## config.mk

```make
export PLATFORM = sky130hd
export DESIGN_NAME = mips_hazard_ctrl
export DESIGN_NICKNAME = d
export VERILOG_FILES = /design/src/rtl/mips_pipe_pkg.sv /design/src/rtl/md_busy_timer.sv /design/src/rtl/mips_hazard_ctrl.sv
export SDC_FILE = /design/constraint.sdc
export NUM_CORES = 1
export LEC_CHECK = 0
export BUFFER_PORTS_ARGS = -buffer_cell sky130_fd_sc_hd__buf_2
export CORE_MARGIN = 10
export CORE_UTILIZATION = 53
export DETAILED_ROUTE_END_ITERATION = 6
export PLACE_DENSITY = 0.8
export REMOVE_ABC_BUFFERS = 1
export SYNTH_ARGS = -nofsm -noshare
export SYNTH_HDL_FRONTEND = slang
export SYNTH_SLANG_ARGS = --single-unit
```

## constraint.sdc

```tcl
create_clock -name clk -period 4.91 [get_ports clk]
set_input_delay 0.7365 -clock clk [delete_from_list [all_inputs] [get_ports clk]]
set_output_delay 0.7365 -clock clk [all_outputs]
set_load 0.005 [all_outputs]
```

## src/rtl/mips_pipe_pkg.sv

```systemverilog
// Shared types and helpers for the MIPS pipeline hazard control slice.
package mips_pipe_pkg;

    localparam int unsigned REG_W = 5;
    localparam logic [REG_W-1:0] REG_ZERO = 5'd0;

    typedef enum logic {
        RUN,
        MD_BUSY
    } md_state_e;

    // Increment enable that refuses to step a counter which already reads all-ones.
    function automatic logic sat_inc_en(input logic inc, input logic all_ones);
        return inc & ~all_ones;
    endfunction

endpackage

```

## src/rtl/md_busy_timer.sv

```systemverilog
// HI/LO unit busy window: stays busy for MdLatency cycles after a mult/div is accepted.
module md_busy_timer
    import mips_pipe_pkg::*;
#(
    parameter int unsigned MdLatency = 4
) (
    input  logic clk_i,
    input  logic rst_i,
    input  logic accept_i,
    output logic md_busy_o
);

    localparam logic [7:0] LoadVal = 8'(MdLatency - 1);

    md_state_e  state_q;
    logic [7:0] cnt_q;
    logic       busy_q;

    always_ff @(posedge clk_i) begin
        if (rst_i) begin
            state_q <= RUN;
            cnt_q   <= 8'd0;
            busy_q  <= 1'b0;
        end else begin
            unique case (state_q)
                RUN: begin
                    if (accept_i) begin
                        state_q <= MD_BUSY;
                        cnt_q   <= LoadVal;
                        busy_q  <= 1'b1;
                    end
                end
                MD_BUSY: begin
                    if (cnt_q == 8'd0) begin
                        state_q <= RUN;
                        busy_q  <= 1'b0;
                    end else begin
                        cnt_q <= cnt_q - 8'd1;
                    end
                end
                default: begin
                    state_q <= RUN;
                    busy_q  <= 1'b0;
                end
            endcase
        end
    end

    assign md_busy_o = busy_q;

endmodule

```

## src/rtl/mips_hazard_ctrl.sv

```systemverilog
// Stall/flush sequencer for the 5-stage MIPS pipeline with saturating perf counters.
module mips_hazard_ctrl
    import mips_pipe_pkg::*;
#(
    parameter int unsigned MD_LATENCY = 4,
    parameter int unsigned CNT_W      = 32
) (
    input  logic             clk,
    input  logic             rst,
    input  logic [REG_W-1:0] rs_D,
    input  logic [REG_W-1:0] rt_D,
    input  logic             branch_D,
    input  logic             pc_src_D,
    input  logic             md_op_D,
    input  logic             mfhilo_D,
    input  logic [REG_W-1:0] rt_E,
    input  logic [REG_W-1:0] write_reg_E,
    input  logic             reg_write_E,
    input  logic             mem_to_reg_E,
    input  logic [REG_W-1:0] write_reg_M,
    input  logic             mem_to_reg_M,
    input  logic             imem_ready,
    output logic             stall_F,
    output logic             stall_D,
    output logic             flush_D,
    output logic             flush_E,
    output logic             md_busy,
    output logic [CNT_W-1:0] stall_cnt,
    output logic [CNT_W-1:0] flush_cnt
);

    logic lw_h, br_h, md_h, if_h, hold_d;
    logic src_e_hit, src_m_hit, lw_hit;
    logic [CNT_W-1:0] stall_cnt_q, stall_cnt_d, flush_cnt_q, flush_cnt_d;

    // Register 0 is hardwired, so a producer targeting it never creates a hazard.
    assign lw_hit    = (rt_E != REG_ZERO) && ((rt_E == rs_D) || (rt_E == rt_D));
    assign src_e_hit = (write_reg_E != REG_ZERO) &&
                       ((write_reg_E == rs_D) || (write_reg_E == rt_D));
    assign src_m_hit = (write_reg_M != REG_ZERO) &&
                       ((write_reg_M == rs_D) || (write_reg_M == rt_D));

    assign lw_h   = mem_to_reg_E & lw_hit;
    assign br_h   = branch_D & ((reg_write_E & src_e_hit) | (mem_to_reg_M & src_m_hit));
    assign md_h   = md_busy & (md_op_D | mfhilo_D);
    assign if_h   = ~imem_ready;
    assign hold_d = lw_h | br_h | md_h;

    always_comb begin
        stall_D = 1'b0;
        stall_F = 1'b0;
        flush_E = 1'b1;
        flush_D = 1'b1;
        if (!rst) begin
            stall_D = hold_d;
            stall_F = hold_d | if_h;
            flush_E = hold_d;
            flush_D = ~hold_d & (pc_src_D | if_h);
        end
    end

    md_busy_timer #(
        .MdLatency (MD_LATENCY)
    ) u_md_busy_timer (
        .clk_i     (clk),
        .rst_i     (rst),
        .accept_i  (md_op_D & ~hold_d),
        .md_busy_o (md_busy)
    );

    always_comb begin
        stall_cnt_d = stall_cnt_q + CNT_W'(sat_inc_en(hold_d, &stall_cnt_q));
        flush_cnt_d = flush_cnt_q + CNT_W'(sat_inc_en(pc_src_D & ~hold_d, &flush_cnt_q));
    end

    always_ff @(posedge clk) begin
        if (rst) begin
            stall_cnt_q <= '0;
            flush_cnt_q <= '0;
        end else begin
            stall_cnt_q <= stall_cnt_d;
            flush_cnt_q <= flush_cnt_d;
        end
    end

    assign stall_cnt = stall_cnt_q;
    assign flush_cnt = flush_cnt_q;

endmodule

```

==> qor.txt, run 1 <==
R2r startpoint - stall_cnt[2]
Sink Count - 74
Synth Register Bits - 74
RePlAce Congestion - 0.870
Least-Margin Pin Slew - 0.676 ns
Final setup viols - 0
Synth Flop Type - dfxtp_1
Final period utilization - 84.6%
Slew margin rel. - 54.5%
Worst hold endpoint - stall_cnt[23]
Leakage power - 1.93 nW
Number of synthesized flops with an enable pin - 0
Post-synth cell types - 42
Grt total ovfl - 0
Total Power - 0.00133 W
Drt total wl - 10.2 mm
Max FO, Critical Path - 7
I/O Pins - 104
Die Ht - 105 µm
Critical Path RT - 5.18 ns
Pre-Repair DR Iteration Count - 4
Synth async-reset ratio - 0%
Final net count - 604
Peak VDD IR - 0.237 mV
CTS clk-pin slew, worst paths - 0.08 ns
Hold Crit Depth - 2
Slew Limit Fails - 0
Critical path class - primary input to register
Hold Path Class - register to register
Die span in x - 105 µm
RSZ-0062 raised after global routing - false
Core box area - 6910 µm²
Starting DRC count in detailed routing - 178
H-tree depth - 3
Count of max-cap constraint violations - 0
Vias in the first global route - 3580
Final min period - 4.15 ns
Port bufs - 103
Via-to-Cell Ratio - 5.45
# diodes - 0
WL/cell - 15.4 µm
Yosys top cell by area - dfxtp_1
Worst reg2reg setup slack - 1.77 ns
Layout area overhead - 21.7%
HPWL Detailed - 7.85 mm
Top cell type's share of synthesized area - 38.7%
Worst-case clock buffer depth - 2
Initial antenna violation count - 0
RR Endpoint - stall_cnt[27]
Post-synthesis instance total - 458
Hold buffers post-CTS - 0
YS warnings - 0
Rows - 30
Reg2reg path depth - 12
Resized Gates After CTS - 0
Status - complete, no violations
Setup_tns - 0 ns
Worst-skew pair later-pin latency - 0.35 ns
Starting Density - 55.4%
GRT Util Overall - 18.1%
DR vias - 3611
Synth cell count leaders - dfxtp_1, nor2_1, xnor2_1
FMAX - 0.241 GHz
Worst Hold Launch - stall_cnt[23]
CTS Buf Count - 9
Layout cells sized above 1 - 21.9%
Die ar. - 11000 µm²
Fill count - 614
Worst Path Arrival - 4.43 ns
Final ANT Viol Nets - 0
Clock root buffer - clkbuf_8
Clock Skew - 0.0118 ns
DRC viols - 0
CTS tree - yes
Setup bufs post-CTS - 0
Fin. Hold Viols - 0
PwrDens - 286 nW/µm²
Multi-input combinational cell area - 2260 µm²
Netlist Area Pre-Place - 3820 µm²
Avg Cell Area, Syn - 8.35 µm²
Startpoint types - primary input
Synth top area cells - dfxtp_1, xnor2_1, xor2_1
Register area share after synthesis - 38.7%
Crit path capture type - register
Cell with the most instances after synthesis - dfxtp_1
Reg area - 1480 µm²
First-pass GRT wire length - 16.9 mm
Largest net degree at the start of global routing - 64
## where the power goes
part | internal, W | total (W) | switching (W) | leakage, nW
logic | 0.0000730 | 0.000163 | 0.0000903 | 1.22
registers | 0.000614 | 0.000632 | 0.0000182 | 0.598
clock network | 0.000314 | 0.000538 | 0.000224 | 0.117
## worst max path at each step
stage	start	endpoint	slack, ns	cells past startpoint
finish	rt_E[1]	flush_cnt[30]	0.76	14
global route	rt_E[1]	flush_cnt[30]	0.51	14
detailed placement	rt_E[1]	flush_cnt[30]	0.52	14
CTS	rt_E[1]	flush_cnt[30]	0.87	14
global placement	rt_E[1]	flush_cnt[30]	0.62	14
floorplan	rt_E[1]	flush_cnt[30]	1.02	12
## flip-flops by register name (all words and copies together) (netlist names)
register                   flops
flush_cnt                     32
stall_cnt                     32
u_md_busy_timer.cnt_q          8
u_md_busy_timer.md_busy_o      1
u_md_busy_timer.state_q        1
## per-layer routing
metal,vias to the layer above,global-route usage [%],share of wire (%)
met3,8,5.77,6.9
met2,109,31.5,51
met5,-,0,0
li1,1800,-,-
met4,0,4.71,1.0
met1,1694,20.8,41
## through the flow
step | instances | utilization (%) | instance area, µm² | hold slack (ns) | setup slack (ns)
after floorplan | 446 | - | 3770 | 0.476 | 1.02
after global placement | 647 | 64.1 | 4430 | 0.474 | 0.624
after detailed placement | 647 | 64.1 | 4430 | 0.491 | 0.516
after CTS | 663 | 67.4 | 4650 | 0.504 | 0.872
after global routing | 663 | 67.4 | 4650 | 0.542 | 0.510
final | 663 | 67.4 | 4650 | 0.507 | 0.759
## cells by family (layout without fill, tap and decap cells)
| group | count (synthesis) | after routing | synth area share, % |
|---|---|---|---|
| simple gates | 226 | 226 | 30.0 |
| xor+xnor | 81 | 81 | 18.6 |
| flops | 74 | 74 | 38.7 |
| compound gates | 47 | 47 | 7.89 |
| buf+inv | 22 | 131 | 2.26 |
| fa+ha+maj | 7 | 7 | 2.29 |
| mux | 1 | 1 | 0.262 |
## cell type report
type / count / share of cell area (%)
multi-input cells: 362 / 48.5
flip-flops and latches: 74 / 31.8
repair buffers: 105 / 11.4
clock buffers: 12 / 3.33
well taps: 96 / 2.58
clock inverters: 4 / 1.59
inverters: 10 / 0.806
## critical path: stages
cell	delay, ns
buf_2	0.12
or4_1	0.51
o21a_1	0.18
a222oi_1	0.36
buf_4	0.19
and2_1	0.25
o211a_1	0.18
ha_1	0.22
ha_1	0.17
nand3_1	0.21
nor4_1	0.58
nand2_1	0.18
or3_1	0.39
a21oi_1	0.14
## layout by cell type, fill, tap and decap left out, drive strengths merged, types with 10 or more instances in the layout
master	count
xnor2	52
nor3	14
buf	105
dfxtp	74
nand3	37
a21oi	16
nor2	67
clkbuf	12
inv	10
o21ai	12
or3	11
nand2	33
xor2	29
nand4	20
Power figures use the tool's default switching activity.
==> run 2, diff against run 1 <==
==> constraint.sdc (replaced) <==
create_clock -name clk -period 4.18 [get_ports clk]
set_input_delay 0.627 -clock clk [delete_from_list [all_inputs] [get_ports clk]]
set_output_delay 0.627 -clock clk [all_outputs]
set_load 0.005 [all_outputs]
==> run 2 against run 1 <==
Clock-buffer cell count rose by 1. Sequential share of layout area fell by 0.16 points. Worst hold slack improved by 0.0026 ns. Largest cell class unchanged. Core utilization rose by 0.34 points. Combinational power rose by 21%. Clock skew rose by 0.0023 ns. Wire length fell by 0.11%. Cell area rose by 0.51%. Global-route usage fell by 0.18 points. Register-to-register slack got worse by 0.68 ns. Via count rose by 1.0%. Setup slack got worse by 0.19 ns.
==> qor.txt, run 2 (synthesized netlist as in run 1, its figures left out) <==
Crit path capture type - register (unchanged)
WHS - 0.509 ns (was 0.507 ns)
Slew Limit Fails - 0 (unchanged)
First-pass GRT wire length - 17.0 mm (was 16.9 mm)
Fill count - 619 (was 614)
Starting Density - 55.4% (unchanged)
CP Cell Sequence - buf_2 -> or4_1 -> o21a_1 -> a222oi_1 -> and2_1 -> o211a_1 -> ha_1 -> and4_1 -> nand3_1 -> nor3_1 -> nand3_1 -> xor2_1 -> nor2_1 (was buf_2 -> or4_1 -> o21a_1 -> a222oi_1 -> buf_4 -> and2_1 -> o211a_1 -> ha_1 -> ha_1 -> nand3_1 -> nor4_1 -> nand2_1 -> or3_1 -> a21oi_1)
Combinational power share - 12.4% (was 12.3%)
Most common cell after layout, fill and taps aside - buf_2 (unchanged)
Worst-case clock buffer depth - 2 (unchanged)
Fin. Hold Viols - 0 (unchanged)
Slew margin rel. - 57.6% (was 54.5%)
CTS tree - yes (unchanged)
Final min period - 3.61 ns
Worst Path Arrival - 3.81 ns (was 4.43 ns)
Die ar. - 11000 µm² (unchanged)
Core box area - 6910 µm² (unchanged)
DR vias - 3647 (was 3611)
Final net count - 606 (was 604)
Cells after DPL - 649 (was 647)
Max FO, Critical Path - 5 (was 7)
FMAX - 0.277 GHz
Startpoint types - primary input (unchanged)
Finished Layout Cells - 665 (was 663)
Final period utilization - 86.5%
PwrDens - 340 nW/µm² (was 286 nW/µm²)
Die span in x - 105 µm (unchanged)
CTS Buf Count - 9 (unchanged)
Slowest CP cell - or4_1 (was nor4_1)
Design Area, Final - 4680 µm² (was 4650 µm²)
Die Ht - 105 µm (unchanged)
Hold buffers post-CTS - 0 (unchanged)
Starting DRC count in detailed routing - 118 (was 178)
Hold Path Class - register to register (unchanged)
Clock Skew - 0.0140 ns (was 0.0118 ns)
Grt total ovfl - 0 (unchanged)
RSZ-0062 raised after global routing - false (unchanged)
Most frequent cells in the layout - buf_2, dfxtp_1, nor2_1 (unchanged)
Hold Crit Depth - 2 (unchanged)
H-tree depth - 3 (unchanged)
Setup_tns - 0 ns (unchanged)
DRC viols - 0 (unchanged)
Largest net degree at the start of global routing - 64 (unchanged)
Sink Count - 74 (unchanged)
Setup bufs post-CTS - 0 (unchanged)
Placed inst area - 4440 µm² (was 4430 µm²)
P_int - 0.00120 W (was 0.00100 W)
Drt total wl - 10.2 mm (about the same)
Count of max-cap constraint violations - 0 (unchanged)
Worst path max stage delay - 0.51 ns (was 0.58 ns)
Worst-skew pair later-pin latency - 0.34 ns (was 0.35 ns)
Clock Power Share - 40.9% (was 40.3%)
Port bufs - 103 (unchanged)
Final ANT Viol Nets - 0 (unchanged)
Resized Gates After CTS - 0 (unchanged)
Initial antenna violation count - 0 (unchanged)
Least-Margin Pin Slew - 0.636 ns (was 0.676 ns)
Flop pwr share - 46.7% (was 47.4%)
Post-layout util - 67.7% (was 67.4%)
Leakage power - 1.94 nW (was 1.93 nW)
CTS clk-pin slew, worst paths - 0.08 ns (about the same)
Layout area overhead - 22.3% (was 21.7%)
# diodes - 0 (unchanged)
Peak VDD IR - 0.296 mV (was 0.237 mV)
Clock root buffer - clkbuf_8 (unchanged)
Rows - 30 (unchanged)
Vias in the first global route - 3601 (was 3580)
Critical path class - primary input to register (unchanged)
WL/cell - 15.3 µm (was 15.4 µm)
I/O Pins - 104 (unchanged)
Critical Path RT - 4.37 ns (was 5.18 ns)
Final setup viols - 0 (unchanged)
Reg2reg path depth - 12 (unchanged)
Pre-Repair DR Iteration Count - 4 (unchanged)
HPWL Detailed - 7.85 mm (about the same)
RePlAce Congestion - 0.868 (was 0.870)
Sw power - 0.000392 W (was 0.000332 W)
CP dominant cell by count - nand3_1 (was ha_1)
Layout cells sized above 1 - 22.1% (was 21.9%)
GRT Util Overall - 17.9% (was 18.1%)
Via-to-Cell Ratio - 5.48 (was 5.45)
Status - complete, no violations (unchanged)
Switching Share - 24.7% (was 24.9%)
run 2: cell types whose count changed in the layout (fill, tap and decap cells not counted), sizes merged:
cell / before / now
clkbuf: 12 / 13
clkinv: 2 / 0
inv: 10 / 11
buf: 105 / 107
run 2: per-layer routing:
layer	vias to the layer above	GRT usage, %	wire, µm
met3	13	5.47	596
met1	1721	20.7	4410
met2	97	31.3	5060
met5	-	0	0
li1	1816	-	-
met4	0	4.71	113
run 2: power groups by stage:
stage                     Clock [W]  Sequential, W  Combinational, W
final                      0.000651       0.000743          0.000197
after global routing       0.000685       0.000746          0.000220
after CTS                  0.000655       0.000742          0.000197
after detailed placement          0       0.000758          0.000196
after global placement            0       0.000757          0.000190
after floorplan                   0       0.000754          0.000116
run 2: worst max-delay path: cells and delay by family:
family                   cells  cell delay [ns]
AND/OR/NAND/NOR              7             1.93
AO/OA/AOI/OAI                3             0.74
adder cells (fa/ha/maj)      1             0.21
XOR/XNOR                     1             0.16
buffers and inverters        1             0.12
run 2: worst paths after layout:
kind	slack [ns]	end	from
max	0.57	flush_cnt[29]	rt_E[1]
min	0.51	stall_cnt[23]	stall_cnt[23]
max reg2reg	1.09	stall_cnt[27]	stall_cnt[2]
min reg2reg	0.51	stall_cnt[23]	stall_cnt[23]
run 2: through the flow:
stage                     setup WS, ns  total power [W]
after floorplan                  0.404         0.000870
after global placement           0.375         0.000947
after detailed placement         0.246         0.000954
after CTS                        0.595          0.00159
after global routing             0.344          0.00165
final                            0.565          0.00159
run 2: layout make-up:
type,instances,area (µm²),share of cell area [%]
timing repair buffer,107,546,11.7
clock inverter,3,68.8,1.47
sequential,74,1480,31.7
inverter,10,37.5,0.802
multi-input combinational,362,2260,48.2
tap,96,120,2.57
clock buffer,13,169,3.61
==> run 3, diff against run 2 <==
--- a/config.mk
+++ b/config.mk
@@ -5,11 +5,12 @@
 export SDC_FILE = /design/constraint.sdc
 export NUM_CORES = 1
 export LEC_CHECK = 0
+export ABC_CLOCK_PERIOD_IN_PS = 4180
 export BUFFER_PORTS_ARGS = -buffer_cell sky130_fd_sc_hd__buf_2
 export CORE_MARGIN = 10
 export CORE_UTILIZATION = 53
 export DETAILED_ROUTE_END_ITERATION = 6
-export PLACE_DENSITY = 0.8
+export PLACE_DENSITY = 0.82
 export REMOVE_ABC_BUFFERS = 1
 export SYNTH_ARGS = -nofsm -noshare
 export SYNTH_HDL_FRONTEND = slang
==> run 3 against run 2 <==
Non-clock buffer count rose by 1. Combinational power about the same. Worst hold slack gained 0.0078 ns. Power is 1.6% higher. Wire length rose by 2.7%. Clock skew decreased by 0.0022 ns. Sequential power about the same. Highest routed layer unchanged.
==> qor.txt, run 3 (synthesized netlist as in run 1, its figures left out) <==
Status - complete, no violations (unchanged)
Worst Hold Launch - stall_cnt[23] (unchanged)
Most common cell after layout, fill and taps aside - buf_2 (unchanged)
Pre-Repair DR Iteration Count - 5 (was 4)
Hold Crit Depth - 2 (unchanged)
Final min period - 3.49 ns (was 3.61 ns)
Worst-case clock buffer depth - 2 (unchanged)
Hold Path Class - register to register (unchanged)
Critical path class - primary input to register (unchanged)
Leakage power - 1.95 nW (was 1.94 nW)
CTS tree - yes (unchanged)
I/O Pins - 104 (unchanged)
Clock Power Share - 41.9% (was 40.9%)
Max FO, Critical Path - 7 (was 5)
Count of max-cap constraint violations - 0 (unchanged)
Final setup viols - 0 (unchanged)
CTS clk-pin slew, worst paths - 0.08 ns (about the same)
Hold buffers post-CTS - 0 (unchanged)
CP Cell Sequence - buf_2 -> or4_1 -> o21a_1 -> a222oi_1 -> and2_1 -> o211a_1 -> ha_1 -> ha_1 -> nand3_1 -> nor4_1 -> buf_4 -> nand2_1 -> or3_1 -> a21oi_1 (was buf_2 -> or4_1 -> o21a_1 -> a222oi_1 -> and2_1 -> o211a_1 -> ha_1 -> and4_1 -> nand3_1 -> nor3_1 -> nand3_1 -> xor2_1 -> nor2_1)
CP top delay family - simple AND/OR/NAND/NOR gates (unchanged)
Setup_tns - 0 ns (unchanged)
CP Buf/Inv Count - 2 (was 1)
Worst path max stage delay - 0.53 ns (was 0.51 ns)
Resized Gates After CTS - 0 (unchanged)
Final setup margin - 0.692 ns (was 0.565 ns)
Core box area - 6910 µm² (unchanged)
Worst reg2reg setup slack - 1.05 ns (was 1.09 ns)
DR vias - 3706 (was 3647)
Fin. Hold Viols - 0 (unchanged)
Slew Limit Fails - 0 (unchanged)
Startpoint types - primary input (unchanged)
CP dominant cell by count - ha_1 (was nand3_1)
Die Ht - 105 µm (unchanged)
Setup bufs post-CTS - 0 (unchanged)
Sink Count - 74 (unchanged)
Multi-input combinational cell area - 2260 µm² (unchanged)
Total Power - 0.00162 W (was 0.00159 W)
Cells after DPL - 650 (was 649)
DRC viols - 0 (unchanged)
Crit path capture type - register (unchanged)
RePlAce Congestion - 0.919 (was 0.868)
Final net count - 607 (was 606)
Most frequent cells in the layout - buf_2, dfxtp_1, nor2_1 (unchanged)
# diodes - 0 (unchanged)
WL/cell - 15.7 µm (was 15.3 µm)
PwrDens - 345 nW/µm² (was 340 nW/µm²)
GRT Util Overall - 18.9% (was 17.9%)
Final period utilization - 83.4% (was 86.5%)
CTS Buf Count - 9 (unchanged)
Clock root buffer - clkbuf_8 (unchanged)
Pre-CTS setup slack - 0.364 ns (was 0.246 ns)
Crit path depth - 14 (was 13)
Post-layout util - 67.9% (was 67.7%)
R2r startpoint - stall_cnt[2] (unchanged)
First-pass GRT wire length - 17.6 mm (was 17.0 mm)
Flop pwr share - 46.0% (was 46.7%)
Largest net degree at the start of global routing - 58 (was 64)
Critical Path RT - 4.46 ns (was 4.37 ns)
P_int - 0.00121 W (was 0.00120 W)
Drt total wl - 10.5 mm (was 10.2 mm)
RSZ-0062 raised after global routing - false (unchanged)
Final ANT Viol Nets - 0 (unchanged)
Rows - 30 (unchanged)
Starting Density - 55.4% (unchanged)
Port bufs - 103 (unchanged)
Die ar. - 11000 µm² (unchanged)
H-tree depth - 3 (unchanged)
FMAX - 0.287 GHz (was 0.277 GHz)
Fill count - 586 (was 619)
Starting DRC count in detailed routing - 213 (was 118)
Grt total ovfl - 0 (unchanged)
Sw power - 0.000410 W (was 0.000392 W)
Worst hold endpoint - stall_cnt[23] (unchanged)
Combinational power share - 12.2% (was 12.4%)
Finished Layout Cells - 666 (was 665)
Initial antenna violation count - 0 (unchanged)
Layout cells sized above 1 - 22.5% (was 22.1%)
Worst Path Arrival - 3.77 ns (was 3.81 ns)
Peak VDD IR - 0.245 mV (was 0.296 mV)
Least-Margin Pin Slew - 0.616 ns (was 0.636 ns)
Via-to-Cell Ratio - 5.56 (was 5.48)
Layout area overhead - 22.6% (was 22.3%)
Vias in the first global route - 3574 (was 3601)
RR Endpoint - stall_cnt[27] (unchanged)
Clock Skew - 0.0118 ns (was 0.0140 ns)
Die span in x - 105 µm (unchanged)
Reg area - 1480 µm² (unchanged)
Slowest CP cell - or4_1 (unchanged)
HPWL Detailed - 7.96 mm (was 7.85 mm)
Worst-skew pair later-pin latency - 0.35 ns (was 0.34 ns)
Reg2reg path depth - 12 (unchanged)
Switching Share - 25.4% (was 24.7%)
Slew margin rel. - 58.8% (was 57.6%)
run 3: power groups by stage:
stage                     Combinational, W  Clock [W]  Sequential (W)
after floorplan                   0.000116          0        0.000754
after global placement            0.000191          0        0.000757
after detailed placement          0.000194          0        0.000758
after CTS                         0.000196   0.000685        0.000742
after global routing              0.000220   0.000717        0.000746
final                             0.000197   0.000677        0.000743
run 3: how the worst max path moves through the flow:
stage	from	endpoint	slack [ns]
after floorplan	rt_E[1]	flush_cnt[30]	0.40
after detailed placement	rt_E[1]	flush_cnt[30]	0.36
final	rt_E[1]	flush_cnt[30]	0.69
after global routing	rt_E[1]	flush_cnt[30]	0.47
after global placement	rt_E[1]	flush_cnt[30]	0.47
after CTS	rt_E[1]	flush_cnt[30]	0.72
run 3: area by class of cell:
| class | count | area share (%) |
|---|---|---|
| sequential | 74 | 31.6 |
| tap | 96 | 2.56 |
| clock inverter | 7 | 2.51 |
| clock buffer | 9 | 2.64 |
| multi-input combinational | 362 | 48.1 |
| inverter | 10 | 0.800 |
| timing repair buffer | 108 | 11.8 |
run 3: per-stage QoR:
stage,area (µm²),hold slack [ns]
5_1_grt,4690,0.551
2_1_floorplan,3770,0.476
3_3_place_gp,4450,0.475
6_report,4690,0.517
3_5_place_dp,4450,0.503
4_1_cts,4690,0.514
run 3: worst register-to-register path, stage by stage (launching register included):
cell     delay, ns
dfxtp_1       0.45
nand4_1       0.20
nor4b_2       0.61
nand4_1       0.18
nor3_1        0.22
nor2_1        0.08
ha_1          0.22
and2_1        0.24
and3_1        0.22
nand4_1       0.27
nor3_1        0.10
xnor2_1       0.15
nor2_1        0.05
run 3: per-layer routing:
layer / vias to the layer above / global-route usage (%) / share of wire [%]
met4: 0 / 5.59 / 1.9
met5: - / 0 / 0
met2: 148 / 31.7 / 48
met1: 1722 / 22.5 / 41
met3: 16 / 6.27 / 8.1
li1: 1820 / - / -
